## config.mk

```make
export PLATFORM = sky130hd
export DESIGN_NAME = collision_scheduler_flat
export DESIGN_NICKNAME = d
export VERILOG_FILES = /design/src/rtl/collision_scheduler_if.sv /design/src/rtl/collision_scheduler.sv /design/src/flat_wrapper.sv
export SDC_FILE = /design/constraint.sdc
export NUM_CORES = 1
export LEC_CHECK = 0
export BUFFER_PORTS_ARGS = -buffer_cell sky130_fd_sc_hd__buf_2
export CAP_MARGIN = 10
export CORE_MARGIN = 5
export CORE_UTILIZATION = 54
export DETAILED_ROUTE_END_ITERATION = 6
export GPL_ROUTABILITY_DRIVEN = 0
export GPL_TIMING_DRIVEN = 0
export PLACE_DENSITY = 0.79
export SLEW_MARGIN = 20
export SYNTH_ARGS = -nofsm -noshare
export SYNTH_HDL_FRONTEND = slang
export SYNTH_SLANG_ARGS = --single-unit
```

## constraint.sdc

```tcl
create_clock -name clka -period 2.6 [get_ports clka]
set_input_delay 0.26 -clock clka [delete_from_list [all_inputs] [get_ports clka]]
set_output_delay 0.26 -clock clka [all_outputs]
set_load 0.005 [all_outputs]
```

## src/rtl/collision_scheduler_if.sv

```systemverilog
// ---------------------------------------------------------------------------
// collision_scheduler_if
//   Bundles the signals between the collision scheduler, the sprite position
//   registers, the shared collision comparator and the game-state controller.
//   master : the scheduler side (takes positions and cmp_hit, drives the
//            cmp_* operands and the scan results)
//   slave  : the surrounding logic (drives positions and controls, and
//            receives the operands and results)
// ---------------------------------------------------------------------------
interface collision_scheduler_if #(
   parameter int NUM_GHOSTS = 4,
   parameter int X_W        = 11,
   parameter int Y_W        = 10
);
   logic                      game_active;
   logic                      frame_tick;
   logic [X_W-1:0]            pacman_pos_x;
   logic [Y_W-1:0]            pacman_pos_y;
   logic [NUM_GHOSTS*X_W-1:0] ghost_pos_x;
   logic [NUM_GHOSTS*Y_W-1:0] ghost_pos_y;
   logic [NUM_GHOSTS-1:0]     fright_mask;
   logic                      dead_clear;
   logic [X_W-1:0]            cmp_ghost_x;
   logic [Y_W-1:0]            cmp_ghost_y;
   logic [X_W-1:0]            cmp_pacman_x;
   logic [Y_W-1:0]            cmp_pacman_y;
   logic                      cmp_hit;
   logic                      busy;
   logic                      scan_done;
   logic [NUM_GHOSTS-1:0]     hit_mask;
   logic [NUM_GHOSTS-1:0]     ghost_eaten;
   logic                      death_pulse;
   logic                      pacman_dead;
   logic                      tick_overrun;

   modport master (
      input  game_active, frame_tick, pacman_pos_x, pacman_pos_y,
             ghost_pos_x, ghost_pos_y, fright_mask, dead_clear, cmp_hit,
      output cmp_ghost_x, cmp_ghost_y, cmp_pacman_x, cmp_pacman_y,
             busy, scan_done, hit_mask, ghost_eaten, death_pulse,
             pacman_dead, tick_overrun
   );

   modport slave (
      output game_active, frame_tick, pacman_pos_x, pacman_pos_y,
             ghost_pos_x, ghost_pos_y, fright_mask, dead_clear, cmp_hit,
      input  cmp_ghost_x, cmp_ghost_y, cmp_pacman_x, cmp_pacman_y,
             busy, scan_done, hit_mask, ghost_eaten, death_pulse,
             pacman_dead, tick_overrun
   );
endinterface

```

## src/rtl/collision_scheduler.sv

```systemverilog
// ---------------------------------------------------------------------------
// collision_scheduler
//   Shares one combinational collision comparator across all ghosts. On a
//   frame_tick (while game_active) the pacman/ghost positions and the
//   fright mask are snapshotted, then one ghost per cycle is presented on
//   cmp_*. The per-ghost hits are gathered and reported as either eaten
//   ghosts (frightened) or a pacman death (any non-frightened hit).
// Ports
//   clka   : system clock, rising edge
//   rst_n  : asynchronous active-low reset, clears every register
//   bus    : collision_scheduler_if.master (positions, controls, comparator
//            operands/result, scan results and status)
// ---------------------------------------------------------------------------
module collision_scheduler #(
   parameter int NUM_GHOSTS = 4,
   parameter int X_W        = 11,
   parameter int Y_W        = 10
) (
   input logic                   clka,
   input logic                   rst_n,
   collision_scheduler_if.master bus
);
   localparam int IDX_W = (NUM_GHOSTS > 1) ? $clog2(NUM_GHOSTS) : 1;
   localparam logic [IDX_W-1:0] LAST_IDX = IDX_W'(NUM_GHOSTS - 1);

   typedef enum logic [1:0] {
      IDLE   = 2'd0,
      LOAD   = 2'd1,
      CHECK  = 2'd2,
      REPORT = 2'd3
   } state_t;

   state_t                    state_r;
   state_t                    state_next_s;
   logic                      report_s;
   logic [IDX_W-1:0]          idx_r;
   logic [IDX_W-1:0]          idx_inc_s;

   logic [X_W-1:0]            snap_pac_x_r;
   logic [Y_W-1:0]            snap_pac_y_r;
   logic [NUM_GHOSTS*X_W-1:0] snap_gx_r;
   logic [NUM_GHOSTS*Y_W-1:0] snap_gy_r;
   logic [NUM_GHOSTS-1:0]     snap_fright_r;
   logic [NUM_GHOSTS-1:0]     work_r;

   logic [X_W-1:0]            cmp_ghost_x_r;
   logic [Y_W-1:0]            cmp_ghost_y_r;
   logic [X_W-1:0]            cmp_pacman_x_r;
   logic [Y_W-1:0]            cmp_pacman_y_r;
   logic                      busy_r;
   logic                      scan_done_r;
   logic [NUM_GHOSTS-1:0]     hit_mask_r;
   logic [NUM_GHOSTS-1:0]     ghost_eaten_r;
   logic                      death_pulse_r;
   logic                      pacman_dead_r;
   logic                      tick_overrun_r;

   assign idx_inc_s = idx_r + {{(IDX_W-1){1'b0}}, 1'b1};

   // State register.
   always_ff @(posedge clka or negedge rst_n) begin
      if (!rst_n) begin
         state_r <= IDLE;
      end else begin
         state_r <= state_next_s;
      end
   end

   // Next-state logic; a drop of game_active abandons any scan in flight.
   always_comb begin
      state_next_s = state_r;
      report_s     = 1'b0;
      case (state_r)
         IDLE: begin
            if (bus.frame_tick && bus.game_active) begin
               state_next_s = LOAD;
            end else begin
               state_next_s = IDLE;
            end
         end
         LOAD: begin
            if (!bus.game_active) begin
               state_next_s = IDLE;
            end else begin
               state_next_s = CHECK;
            end
         end
         CHECK: begin
            if (!bus.game_active) begin
               state_next_s = IDLE;
            end else if (idx_r == LAST_IDX) begin
               state_next_s = REPORT;
            end else begin
               state_next_s = CHECK;
            end
         end
         REPORT: begin
            state_next_s = IDLE;
            report_s     = bus.game_active;
         end
         default: begin
            state_next_s = IDLE;
         end
      endcase
   end

   // Snapshot, operand sequencing, hit collection and result registers.
   always_ff @(posedge clka or negedge rst_n) begin
      if (!rst_n) begin
         idx_r          <= {IDX_W{1'b0}};
         snap_pac_x_r   <= {X_W{1'b0}};
         snap_pac_y_r   <= {Y_W{1'b0}};
         snap_gx_r      <= {(NUM_GHOSTS*X_W){1'b0}};
         snap_gy_r      <= {(NUM_GHOSTS*Y_W){1'b0}};
         snap_fright_r  <= {NUM_GHOSTS{1'b0}};
         work_r         <= {NUM_GHOSTS{1'b0}};
         cmp_ghost_x_r  <= {X_W{1'b0}};
         cmp_ghost_y_r  <= {Y_W{1'b0}};
         cmp_pacman_x_r <= {X_W{1'b0}};
         cmp_pacman_y_r <= {Y_W{1'b0}};
         busy_r         <= 1'b0;
         scan_done_r    <= 1'b0;
         hit_mask_r     <= {NUM_GHOSTS{1'b0}};
         ghost_eaten_r  <= {NUM_GHOSTS{1'b0}};
         death_pulse_r  <= 1'b0;
         pacman_dead_r  <= 1'b0;
         tick_overrun_r <= 1'b0;
      end else begin
         busy_r         <= (state_next_s != IDLE);
         tick_overrun_r <= bus.frame_tick && (state_r != IDLE);
         scan_done_r    <= report_s;
         // A frightened ghost that is hit is only eaten, never lethal.
         ghost_eaten_r  <= report_s ? (work_r & snap_fright_r) : {NUM_GHOSTS{1'b0}};
         death_pulse_r  <= report_s && (|(work_r & ~snap_fright_r));
         if (report_s) begin
            hit_mask_r <= work_r;
         end
         // Set has priority over clear.
         pacman_dead_r <= death_pulse_r || (pacman_dead_r && !bus.dead_clear);

         case (state_r)
            IDLE: begin
               if (state_next_s == LOAD) begin
                  snap_pac_x_r  <= bus.pacman_pos_x;
                  snap_pac_y_r  <= bus.pacman_pos_y;
                  snap_gx_r     <= bus.ghost_pos_x;
                  snap_gy_r     <= bus.ghost_pos_y;
                  snap_fright_r <= bus.fright_mask;
               end
            end
            LOAD: begin
               idx_r          <= {IDX_W{1'b0}};
               cmp_ghost_x_r  <= snap_gx_r[X_W-1:0];
               cmp_ghost_y_r  <= snap_gy_r[Y_W-1:0];
               cmp_pacman_x_r <= snap_pac_x_r;
               cmp_pacman_y_r <= snap_pac_y_r;
            end
            CHECK: begin
               // cmp_hit reflects the operands registered on the previous edge.
               work_r[idx_r] <= bus.cmp_hit;
               if (idx_r != LAST_IDX) begin
                  idx_r         <= idx_inc_s;
                  cmp_ghost_x_r <= snap_gx_r[int'(idx_inc_s)*X_W +: X_W];
                  cmp_ghost_y_r <= snap_gy_r[int'(idx_inc_s)*Y_W +: Y_W];
               end
            end
            default: begin
            end
         endcase
      end
   end

   assign bus.cmp_ghost_x  = cmp_ghost_x_r;
   assign bus.cmp_ghost_y  = cmp_ghost_y_r;
   assign bus.cmp_pacman_x = cmp_pacman_x_r;
   assign bus.cmp_pacman_y = cmp_pacman_y_r;
   assign bus.busy         = busy_r;
   assign bus.scan_done    = scan_done_r;
   assign bus.hit_mask     = hit_mask_r;
   assign bus.ghost_eaten  = ghost_eaten_r;
   assign bus.death_pulse  = death_pulse_r;
   assign bus.pacman_dead  = pacman_dead_r;
   assign bus.tick_overrun = tick_overrun_r;
endmodule

```

## src/flat_wrapper.sv

```systemverilog
// flat-port wrapper written by rule: the top's interface ports become plain ports
module collision_scheduler_flat 
#(
   parameter int NUM_GHOSTS = 4,
   parameter int X_W        = 11,
   parameter int Y_W        = 10
)
  (clka, rst_n, bus_game_active, bus_frame_tick, bus_pacman_pos_x, bus_pacman_pos_y, bus_ghost_pos_x, bus_ghost_pos_y, bus_fright_mask, bus_dead_clear, bus_cmp_hit, bus_cmp_ghost_x, bus_cmp_ghost_y, bus_cmp_pacman_x, bus_cmp_pacman_y, bus_busy, bus_scan_done, bus_hit_mask, bus_ghost_eaten, bus_death_pulse, bus_pacman_dead, bus_tick_overrun);
  collision_scheduler_if #(.NUM_GHOSTS(NUM_GHOSTS), .X_W(X_W), .Y_W(Y_W)) bus_i ();
  input logic clka;
  input logic rst_n;
  input wire logic [$bits(bus_i.game_active)-1:0] bus_game_active;
  input wire logic [$bits(bus_i.frame_tick)-1:0] bus_frame_tick;
  input wire logic [$bits(bus_i.pacman_pos_x)-1:0] bus_pacman_pos_x;
  input wire logic [$bits(bus_i.pacman_pos_y)-1:0] bus_pacman_pos_y;
  input wire logic [$bits(bus_i.ghost_pos_x)-1:0] bus_ghost_pos_x;
  input wire logic [$bits(bus_i.ghost_pos_y)-1:0] bus_ghost_pos_y;
  input wire logic [$bits(bus_i.fright_mask)-1:0] bus_fright_mask;
  input wire logic [$bits(bus_i.dead_clear)-1:0] bus_dead_clear;
  input wire logic [$bits(bus_i.cmp_hit)-1:0] bus_cmp_hit;
  output wire logic [$bits(bus_i.cmp_ghost_x)-1:0] bus_cmp_ghost_x;
  output wire logic [$bits(bus_i.cmp_ghost_y)-1:0] bus_cmp_ghost_y;
  output wire logic [$bits(bus_i.cmp_pacman_x)-1:0] bus_cmp_pacman_x;
  output wire logic [$bits(bus_i.cmp_pacman_y)-1:0] bus_cmp_pacman_y;
  output wire logic [$bits(bus_i.busy)-1:0] bus_busy;
  output wire logic [$bits(bus_i.scan_done)-1:0] bus_scan_done;
  output wire logic [$bits(bus_i.hit_mask)-1:0] bus_hit_mask;
  output wire logic [$bits(bus_i.ghost_eaten)-1:0] bus_ghost_eaten;
  output wire logic [$bits(bus_i.death_pulse)-1:0] bus_death_pulse;
  output wire logic [$bits(bus_i.pacman_dead)-1:0] bus_pacman_dead;
  output wire logic [$bits(bus_i.tick_overrun)-1:0] bus_tick_overrun;
  assign bus_i.game_active = bus_game_active;
  assign bus_i.frame_tick = bus_frame_tick;
  assign bus_i.pacman_pos_x = bus_pacman_pos_x;
  assign bus_i.pacman_pos_y = bus_pacman_pos_y;
  assign bus_i.ghost_pos_x = bus_ghost_pos_x;
  assign bus_i.ghost_pos_y = bus_ghost_pos_y;
  assign bus_i.fright_mask = bus_fright_mask;
  assign bus_i.dead_clear = bus_dead_clear;
  assign bus_i.cmp_hit = bus_cmp_hit;
  assign bus_cmp_ghost_x = bus_i.cmp_ghost_x;
  assign bus_cmp_ghost_y = bus_i.cmp_ghost_y;
  assign bus_cmp_pacman_x = bus_i.cmp_pacman_x;
  assign bus_cmp_pacman_y = bus_i.cmp_pacman_y;
  assign bus_busy = bus_i.busy;
  assign bus_scan_done = bus_i.scan_done;
  assign bus_hit_mask = bus_i.hit_mask;
  assign bus_ghost_eaten = bus_i.ghost_eaten;
  assign bus_death_pulse = bus_i.death_pulse;
  assign bus_pacman_dead = bus_i.pacman_dead;
  assign bus_tick_overrun = bus_i.tick_overrun;
  collision_scheduler #(.NUM_GHOSTS(NUM_GHOSTS), .X_W(X_W), .Y_W(Y_W)) u_core (.clka(clka), .rst_n(rst_n), .bus(bus_i));
endmodule
```

* Word level (Yosys, flattened, before mapping)
Index checks and enable logic that the tools add are counted.
** Operators by class
- $add $sub $neg :: 1
- Multipliers :: 2
- Magnitude comparators :: 2
- Equal/unequal tests :: 7
- Shift-type cells :: 2
- Muxes and demuxes :: 16
- Bitwise operators :: 3
- Reduce and logical (&&, ||, !) cells :: 14
** Operators by type and width (number)
- 44-bit by 32-bit variable part select with 11-bit output :: 1
- 40-bit by 32-bit variable part select with 10-bit output :: 1
- 11-bit case mux with 2 select lines :: 1
- 10-bit case mux with 2 select lines :: 1
- 11-bit 2-to-1 mux :: 1
- 10-bit 2-to-1 mux :: 1
- 4-bit AND :: 2
- 2-bit case mux with 4 select lines :: 1
- 2-bit == test (second input constant) :: 3
- 2-bit by 4-bit multiplier with 6-bit output (second input constant) :: 1
- 2-bit 2-to-1 mux :: 3
- 2-bit nonzero test :: 3
- 1-bit logical AND :: 5
- 2-bit by 3-bit multiplier with 5-bit output (second input constant) :: 1
- 4-bit bitwise mux :: 1
- 2-bit by 1-bit == test with 1-bit output (second input constant) :: 2
- 1-bit 2-to-1 mux :: 4
- 4-bit 2-to-1 mux :: 1
- 4-bit inverter :: 1
- 2-bit case mux with 2 select lines :: 1
- 2-bit AND reduction :: 2
- 4-bit OR reduction :: 1
- 2-bit by 3-bit < comparator with 1-bit output (second input constant) :: 1
- 2-bit by 1-bit adder with 2-bit output (second input constant) :: 1
- 7 further kinds :: 7
** Storage, ports and cells
- Flip-flop bits (word level) :: 172
- Bits of input ports :: 115
- Word-level logic and storage cells :: 66

* Depth between registers and ports, before layout
Gate-level depths: netlist of run 1.
- Depth in word-level cells :: 6
- Gate-level depth with buffers :: 8
- Gate-level depth less buffers :: 5

* Least setup slack after synthesis of run 1
OpenSTA, ideal clock, no wires.
- Path type :: reg-to-reg
- Start :: register u_core.idx_r[0]
- End :: register u_core.cmp_ghost_x_r[0], in the netlist u_core.bus.cmp_ghost_x[0]
- Setup time :: 0.128 ns
- Arrival :: 1.963 ns
- Required time :: 2.472 ns
- Setup slack :: 0.509 ns
- Stages on the path, launching flop included :: 9
- Clock period less this slack :: 2.091 ns
- Path through :: dfrtp_1 > buf_2 > buf_4 > inv_1 > ha_1 > buf_1 > mux4_2 > nand2_1 > nand2_1
** On the way
- Word-level cells in the longest chain between the ends :: 5
- Elaborated cells between the ends (all ways) :: 8
- Those cells by class :: add/sub (1); mul (1); eq/ne (2); shift (1); mux (2); reduce/logical (1)
** RTL lines
- start, declared :: RTL line collision_scheduler.sv:36 : logic [IDX_W-1:0] idx_r;
- start signal, assigned :: RTL line collision_scheduler.sv:110 : idx_r <= {IDX_W{1'b0}};
- start signal, assigned :: RTL line collision_scheduler.sv:152 : idx_r <= {IDX_W{1'b0}};
- start signal, assigned :: RTL line collision_scheduler.sv:162 : idx_r <= idx_inc_s;
- 2-bit by 1-bit adder with 2-bit output :: RTL line collision_scheduler.sv:58 : assign idx_inc_s = idx_r + {{(IDX_W-1){1'b0}}, 1'b1};
- 2-bit by 4-bit multiplier with 6-bit output :: RTL line collision_scheduler.sv:163 : cmp_ghost_x_r <= snap_gx_r[int'(idx_inc_s)*X_W +: X_W];
- 44-bit by 32-bit variable part select with 11-bit output :: RTL line collision_scheduler.sv:163
- 11-bit 2-to-1 mux :: RTL line collision_scheduler.sv:161 : if (idx_r != LAST_IDX) begin
- 11-bit case mux with 2 select lines :: RTL line collision_scheduler.sv:141 : case (state_r)
- end signal, assigned :: RTL line collision_scheduler.sv:117 : cmp_ghost_x_r <= {X_W{1'b0}};
- end signal, assigned :: RTL line collision_scheduler.sv:153 : cmp_ghost_x_r <= snap_gx_r[X_W-1:0];
- end signal, assigned :: RTL line collision_scheduler.sv:163
- end, declared :: RTL line collision_scheduler.sv:46 : logic [X_W-1:0] cmp_ghost_x_r;
Several ways; a longest one is shown, not always the timed one. The select of a mux whose other input is x is not followed.
A chain may end at the register's enable or synchronous reset.

* Worst setup path in the final report of run 1
- Start :: register u_core.idx_r[0]
- End :: register u_core.cmp_ghost_x_r[7], in the netlist u_core.bus.cmp_ghost_x[7]
The elaborated chain is that of the path after synthesis.

==> metrics.md, run 1 <==
| Metric | Value |
|---|---|
| Status | `complete, but fails checks` |
| Failing checks | `DRC` |
| Via count | `4941` |
| Final HPWL DP | `12200 um` |
| Final worst slack | `0.255 ns` |
| Syn Inst Count | `501` |
| Area grow syn2layout | `23.2%` |
| Crit path DAT | `2.64 ns` |
| Layout Utilization | `68.1%` |
| Worst skew pair latency | `0.42 ns` |
| Share of layout cells above drive strength 1 | `52.8%` |
| Rows | `42` |
| Initial antenna violation count | `4` |
| Drt total wl | `17200 um` |
| Share of flip-flops with an asynchronous set or reset | `100%` |
| Number of routed nets with antenna violations | `0` |
| Clk root buf | `clkbuf_16` |
| Hold Vio Cnt, Final | `0` |
| Max Cap Viol | `0` |
| Synthesized flop and latch total | `172` |
| Main synth FF type | `dfrtp_1` |
| TNS Setup | `0 ns` |
| Pre-CTS setup slack | `-0.0258 ns` |
| Cell Pwr Density | `931 nW/um2` |
| CP Launch Type | `register` |
| Most common cell after layout, fill and taps aside | `buf_2` |
| Mux cell area share after synthesis | `27.0%` |
| Slew HR | `61.5%` |
| Initial drt markers | `381` |
| TritonRoute pass-1 iters | `7` |
| CP top delay family | `buffers and inverters` |
| Total power | `8.43 mW` |
| Vias per inst | `5.61` |
| Slew of the pin with the lowest slew margin | `0.577 ns` |
| Mapped Area | `7350 um2` |
| H-tree depth | `4` |
| Number of remaining DRC errors | `1` |
| Synth Area in XOR/XNOR | `0%` |
| CTS clk-pin slew, worst paths | `0.06 ns` |
| Clock skew | `0.00598 ns` |
| Worst setup path class | `reg -> reg` |
| Crit path required time | `2.90 ns` |
| Leak | `4.28 nW` |
| Final max-slew violation count | `0` |
| Seq/Total Area, Yosys | `58.6%` |
| GRT Util Overall | `22.2%` |
| Complex-gate fraction of the synthesized area | `3.66%` |
| Max FO, Critical Path | `10` |
| CP Buf/Inv Count | `4` |
| Final net count | `810` |
| Ys Warns | `0` |
| Die footprint | `16000 um2` |
| Avg Cell Area, Syn | `14.7 um2` |
| CTS sink cnt | `172` |
| Synth Area in Adders | `0.681%` |
| Post-synthesis simple-gate area fraction | `6.81%` |
| Finish-stage setup viols | `0` |
| VDD IR max | `0.436 mV` |
| Slowest CP cell | `dfrtp_1` |
| CTS tree | `built` |
| Boundary Pins | `170` |
| Number of flops mapped to enable cells by yosys | `0` |
| Total global routing overflow | `0` |
| Post-Layout Cell Count | `881` |
| Filler cells | `1013` |
| Routed length per instance | `19.5 um` |
| Max frequency | `0.427 GHz` |
| Syn_nets | `620` |
| Placed Area | `8450 um2` |
| Die W | `127 um` |
| Final hold slack | `0.0552 ns` |
| Tightest Hold Check Type | `in -> reg` |
| CP Capture Type | `register` |
| Maximum root-to-sink buffer count | `2` |
| RSZ-0062 raised after global routing | `false` |
| Commonest non-fill, non-tap cells in the layout | `buf_2, dfrtp_1, mux2_2` |
| Pin count of the biggest net entering global routing | `97` |
| Cell area after layout | `9050 um2` |
| Crit-path max cell delay | `0.38 ns` |
| CP Cell Sequence | `buf_2 > buf_4 > inv_1 > ha_1 > buf_2 > mux4_2 > nand2_1 > nand2_1` |
| Core area | `13300 um2` |
| Period minus WS final | `2.34 ns` |
| First-pass GRT wire length | `27900 um` |
| Vias in the first global route | `5353` |
| Fin crit share | `90.2%` |
| Initial Util | `55.3%` |
| Largest family of logic cells by synthesized area | `multiplexers` |
| Die Ht | `127 um` |
| # placed instances | `847` |
| IO Port Bufs | `169` |
| Synth cell types | `34` |
| Num CTS Buffers | `17` |
-- worst paths after layout --
kind | startpoint | endpoint | slack, ns | cells past startpoint
setup / recovery | u_core.idx_r[0]$_DFFE_PN0P_ | u_core.bus.cmp_ghost_x[7]$_DFFE_PN0P_ | 0.26 | 8
hold / removal | bus_ghost_pos_x[34] | u_core.snap_gx_r[34]$_DFFE_PN0P_ | 0.06 | 2
setup reg to reg | u_core.idx_r[0]$_DFFE_PN0P_ | u_core.bus.cmp_ghost_x[7]$_DFFE_PN0P_ | 0.26 | 8
hold reg to reg | u_core.bus.death_pulse$_DFF_PN0_ | u_core.bus.pacman_dead$_DFF_PN0_ | 0.47 | 1
max in group asynchronous | rst_n | u_core.snap_gx_r[6]$_DFFE_PN0P_ | 1.32 | 3
min in group asynchronous | rst_n | u_core.bus.ghost_eaten[2]$_DFF_PN0_ | 0.41 | 2
-- power by group --
part	switching, mW	internal (mW)	total (mW)
clock network	0.956	1.54	2.50
registers	0.454	3.40	3.85
logic	0.877	1.20	2.08
-- cell type report --
cell class | count | area, um2 | area share (%)
inverters | 8 | 30.0 | 0.332
repair buffers | 171 | 893 | 9.87
plain buffers | 32 | 213 | 2.35
clock buffers | 22 | 464 | 5.13
well taps | 176 | 220 | 2.43
clock inverters | 8 | 118 | 1.30
diodes | 3 | 7.51 | 0.0829
flip-flops and latches | 172 | 4300 | 47.6
multi-input cells | 289 | 2800 | 31.0
-- cell usage after synthesis, types with 3 or more instances --
master	n	area, um2
dfrtp_1	172	4300
mux2_2	124	1400
nand2_1	59	221
a222oi_1	21	210
and2_1	21	131
mux4_2	21	473
buf_4	12	90.1
mux2_1	10	113
clkbuf_1	7	26.3
inv_1	7	26.3
buf_2	6	30.0
buf_6	5	56.3
and3_1	4	25.0
ha_1	4	50.1
nor2b_1	3	18.8
-- layer usage --
| layer | vias up | wire, um | track usage [%] |
|---|---|---|---|
| met2 | 183 | 8710 | 36.6 |
| met3 | 32 | 1330 | 6.39 |
| li1 | 2191 | - | - |
| met5 | - | 19 | 0 |
| met4 | 4 | 319 | 8.20 |
| met1 | 2531 | 6830 | 28.2 |
-- logic make-up (layout without fill, tap and decap cells) --
logic type,after synthesis,after routing
fa+ha+maj,4,4
buf+inv,40,241
mux,155,155
simple gates,100,100
other cells,0,3
compound gates,30,30
flops,172,172
-- flip-flops by register name (all words and copies together), names as in the netlist, 2 cells and up --
register	cells
u_core.idx_r	2
u_core.snap_fright_r	4
u_core.bus.cmp_pacman_x	11
u_core.bus.hit_mask	4
u_core.snap_pac_x_r	11
u_core.bus.cmp_ghost_x	11
u_core.work_r	4
u_core.bus.cmp_ghost_y	10
u_core.snap_gy_r	40
u_core.snap_pac_y_r	10
u_core.snap_gx_r	44
u_core.bus.ghost_eaten	4
u_core.state_r	2
u_core.bus.cmp_pacman_y	10
-- timing repair --
| item | CTS | global route |
|---|---|---|
| endpoints found under the hold margin | 76 | 0 |
| hold buffers | 1 | 0 |
| setup buffers | 0 | 0 |
| resized for setup | 2 | 0 |
| endpoints found under the setup margin | 16 | 0 |
Power figures use the tool's default switching activity.
==> run 2, diff against run 1 <==
Settings changed: GPL_TIMING_DRIVEN 0 to not set.
==> run 2 against run 1 <==
Against the previous run:
- first-iteration DRC count is 2.9% lower
- sequential power hardly changed
- wire length is 7.0% lower
- via count shrank 4.4%
- count of clock-buffer cells in the layout down 3
- power grew 2.9%
- highest routed layer unchanged
- design area about the same
- non-clock buffer count shrank 20
- die area unchanged
- clock power increased by 12%
- critical endpoint is now u_core.snap_gx_r[4]$_DFFE_PN0P_
- the flow now finishes without violations
- global-route usage fell by 1.1 points
- cell count decreased by 2.0%
==> metrics.md, run 2 (synthesized netlist as in run 1, its figures left out) <==
| Metric | Value |
|---|---|
| Max Cap Viol | `0` |
| Share of layout cells above drive strength 1 | `53.7%` |
| TritonRoute pass-1 iters | `7` |
| Core area | `13300 um2` |
| Slowest CP cell | `dfrtp_1` |
| Final net count | `790` |
| Drt total wl | `16000 um` |
| Commonest non-fill, non-tap cells in the layout | `dfrtp_1, buf_2, mux2_2` |
| Maximum root-to-sink buffer count | `2` |
| Initial antenna violation count | `3` |
| VDD IR max | `0.492 mV` |
| Total global routing overflow | `0` |
| CP Launch Type | `register` |
| Cell Pwr Density | `958 nW/um2` |
| Number of remaining DRC errors | `0` |
| CP top delay family | `simple AND/OR/NAND/NOR gates` |
| Final worst slack | `0.527 ns` |
| CP Capture Type | `register` |
| Max frequency | `0.482 GHz` |
| Finish-stage setup viols | `0` |
| WP depth | `4` |
| Initial drt markers | `370` |
| Top Registers | `u_core.snap_gx_r: 44 flops, u_core.snap_gy_r: 40 flops` |
| Via count | `4724` |
| Slew HR | `28.3%` |
| Post-Layout Cell Count | `863` |
| Worst Hold Path EP | `u_core.snap_gx_r[33]$_DFFE_PN0P_` |
| Hold depth | `2` |
| TNS Setup | `0 ns` |
| Leak | `4.23 nW` |
| Pre-CTS setup slack | `0.532 ns` |
| Die footprint | `16000 um2` |
| Period minus WS final | `2.07 ns` |
| FF+latch area | `4310 um2` |
| Most common cell after layout, fill and taps aside | `dfrtp_1` |
| Worst reg2reg endpoint | `u_core.snap_gx_r[4]$_DFFE_PN0P_` |
| Filler cells | `958` |
| Cell area after layout | `9050 um2` |
| Crit path required time | `2.90 ns` |
| Num CTS Buffers | `17` |
| Area taken by multi-input logic gates | `2820 um2` |
| Fin crit share | `79.7%` |
| Reg2reg path depth | `4` |
| Final max-slew violation count | `0` |
| Initial Util | `55.3%` |
| Number of routed nets with antenna violations | `0` |
| Hold Path Origin | `bus_ghost_pos_x[33]` |
| # placed instances | `827` |
| GRT Util Overall | `21.1%` |
| CP Buf/Inv Count | `1` |
| First-pass GRT wire length | `26800 um` |
| Vias per inst | `5.47` |
| Crit path DAT | `2.37 ns` |
| CTS tree | `built` |
| Clock skew | `0.00410 ns` |
| Area grow syn2layout | `23.2%` |
| Layout Utilization | `68.1%` |
| Worst skew pair latency | `0.42 ns` |
| RSZ-0062 raised after global routing | `false` |
| Rows | `42` |
| Max FO, Critical Path | `39` |
| CP Cell Sequence | `nand2b_2 > nor2_8 > buf_12 > mux2_2` |
| Reg-to-reg setup timing slack | `0.53 ns` |
| Final HPWL DP | `10900 um` |
| Die Ht | `127 um` |
| Crit-path max cell delay | `0.57 ns` |
| R2R Path Start | `u_core.state_r[1]$_DFF_PN0_` |
| Boundary Pins | `170` |
| CTS sink cnt | `172` |
| CTS clk-pin slew, worst paths | `0.06 ns` |
| Pin count of the biggest net entering global routing | `77` |
| IO Port Bufs | `169` |
| H-tree depth | `4` |
| Hold Vio Cnt, Final | `0` |
| Clk root buf | `clkbuf_16` |
| Slew of the pin with the lowest slew margin | `1.08 ns` |
| Vias in the first global route | `5201` |
| Most flop-heavy register | `u_core.snap_gx_r` |
| Placed Area | `8370 um2` |
| Number of flip-flops in the largest register | `44` |
| Die W | `127 um` |
| Tightest Hold Check Type | `in -> reg` |
| Routed length per instance | `18.5 um` |
| Status | `completed` |
| Worst setup path class | `reg -> reg` |
run 2: cell count changes in the layout (fill, tap and decap cells not counted), moves of 2 or more:
cell        previous run  this run
clkbuf_1              10         0
buf_2                176       168
buf_12                 0         4
buf_6                  5         1
buf_4                 12         9
clkinv_2               4         1
clkinvlp_4             1         4
bufinv_16              3         5
inv_6                  0         2
run 2: routing by layer:
metal | up-vias | GRT usage (%) | wire length [um]
met5 | - | 0 | 11
met4 | 2 | 7.70 | 297
met3 | 24 | 5.67 | 1100
met2 | 163 | 33.9 | 7960
met1 | 2385 | 27.9 | 6620
li1 | 2150 | - | -
run 2: what timing repair did:
item                       in CTS  in global routing
setup endpoints to repair       0                  0
setup buffers                   0                  0
resized for setup               0                  0
hold buffers                    1                  0
hold endpoints to repair       74                  0
run 2: worst max-delay path by stage:
stage	start	to
2_1_floorplan	u_core.idx_r[0]$_DFFE_PN0P_	u_core.bus.cmp_ghost_x[0]$_DFFE_PN0P_
3_3_place_gp	u_core.state_r[1]$_DFF_PN0_	u_core.snap_gx_r[17]$_DFFE_PN0P_
3_5_place_dp	u_core.state_r[1]$_DFF_PN0_	u_core.snap_gx_r[29]$_DFFE_PN0P_
4_1_cts	u_core.state_r[1]$_DFF_PN0_	u_core.snap_gx_r[4]$_DFFE_PN0P_
5_1_grt	u_core.state_r[1]$_DFF_PN0_	u_core.snap_gx_r[4]$_DFFE_PN0P_
6_report	u_core.state_r[1]$_DFF_PN0_	u_core.snap_gx_r[4]$_DFFE_PN0P_
run 2: worst register-to-register path, stage by stage (launching register included):
cell	delay, ns
dfrtp_1	0.57
nand2b_2	0.33
nor2_8	0.37
buf_12	0.29
mux2_2	0.40
run 2: cell type report:
type	instances	share of cell area, %
clock inverter	13	2.34
antenna	3	0.0829
tap	176	2.43
inverter	8	0.332
timing repair buffer	183	11.2
multi-input combinational	289	31.1
clock buffer	19	5.00
sequential	172	47.6
run 2: report_power, final:
group          switching [mW]  internal, mW
combinational           0.844          1.17
clock                    1.04          1.76
sequential              0.460          3.39
run 2: through the flow:
step / power [mW] / hold slack (ns)
after global routing: 9.15 / 0.0474
after global placement: 5.81 / 0.334
final: 8.67 / 0.0536
after CTS: 8.76 / 0.0384
after floorplan: 5.10 / -0.0356
after detailed placement: 5.94 / 0.348
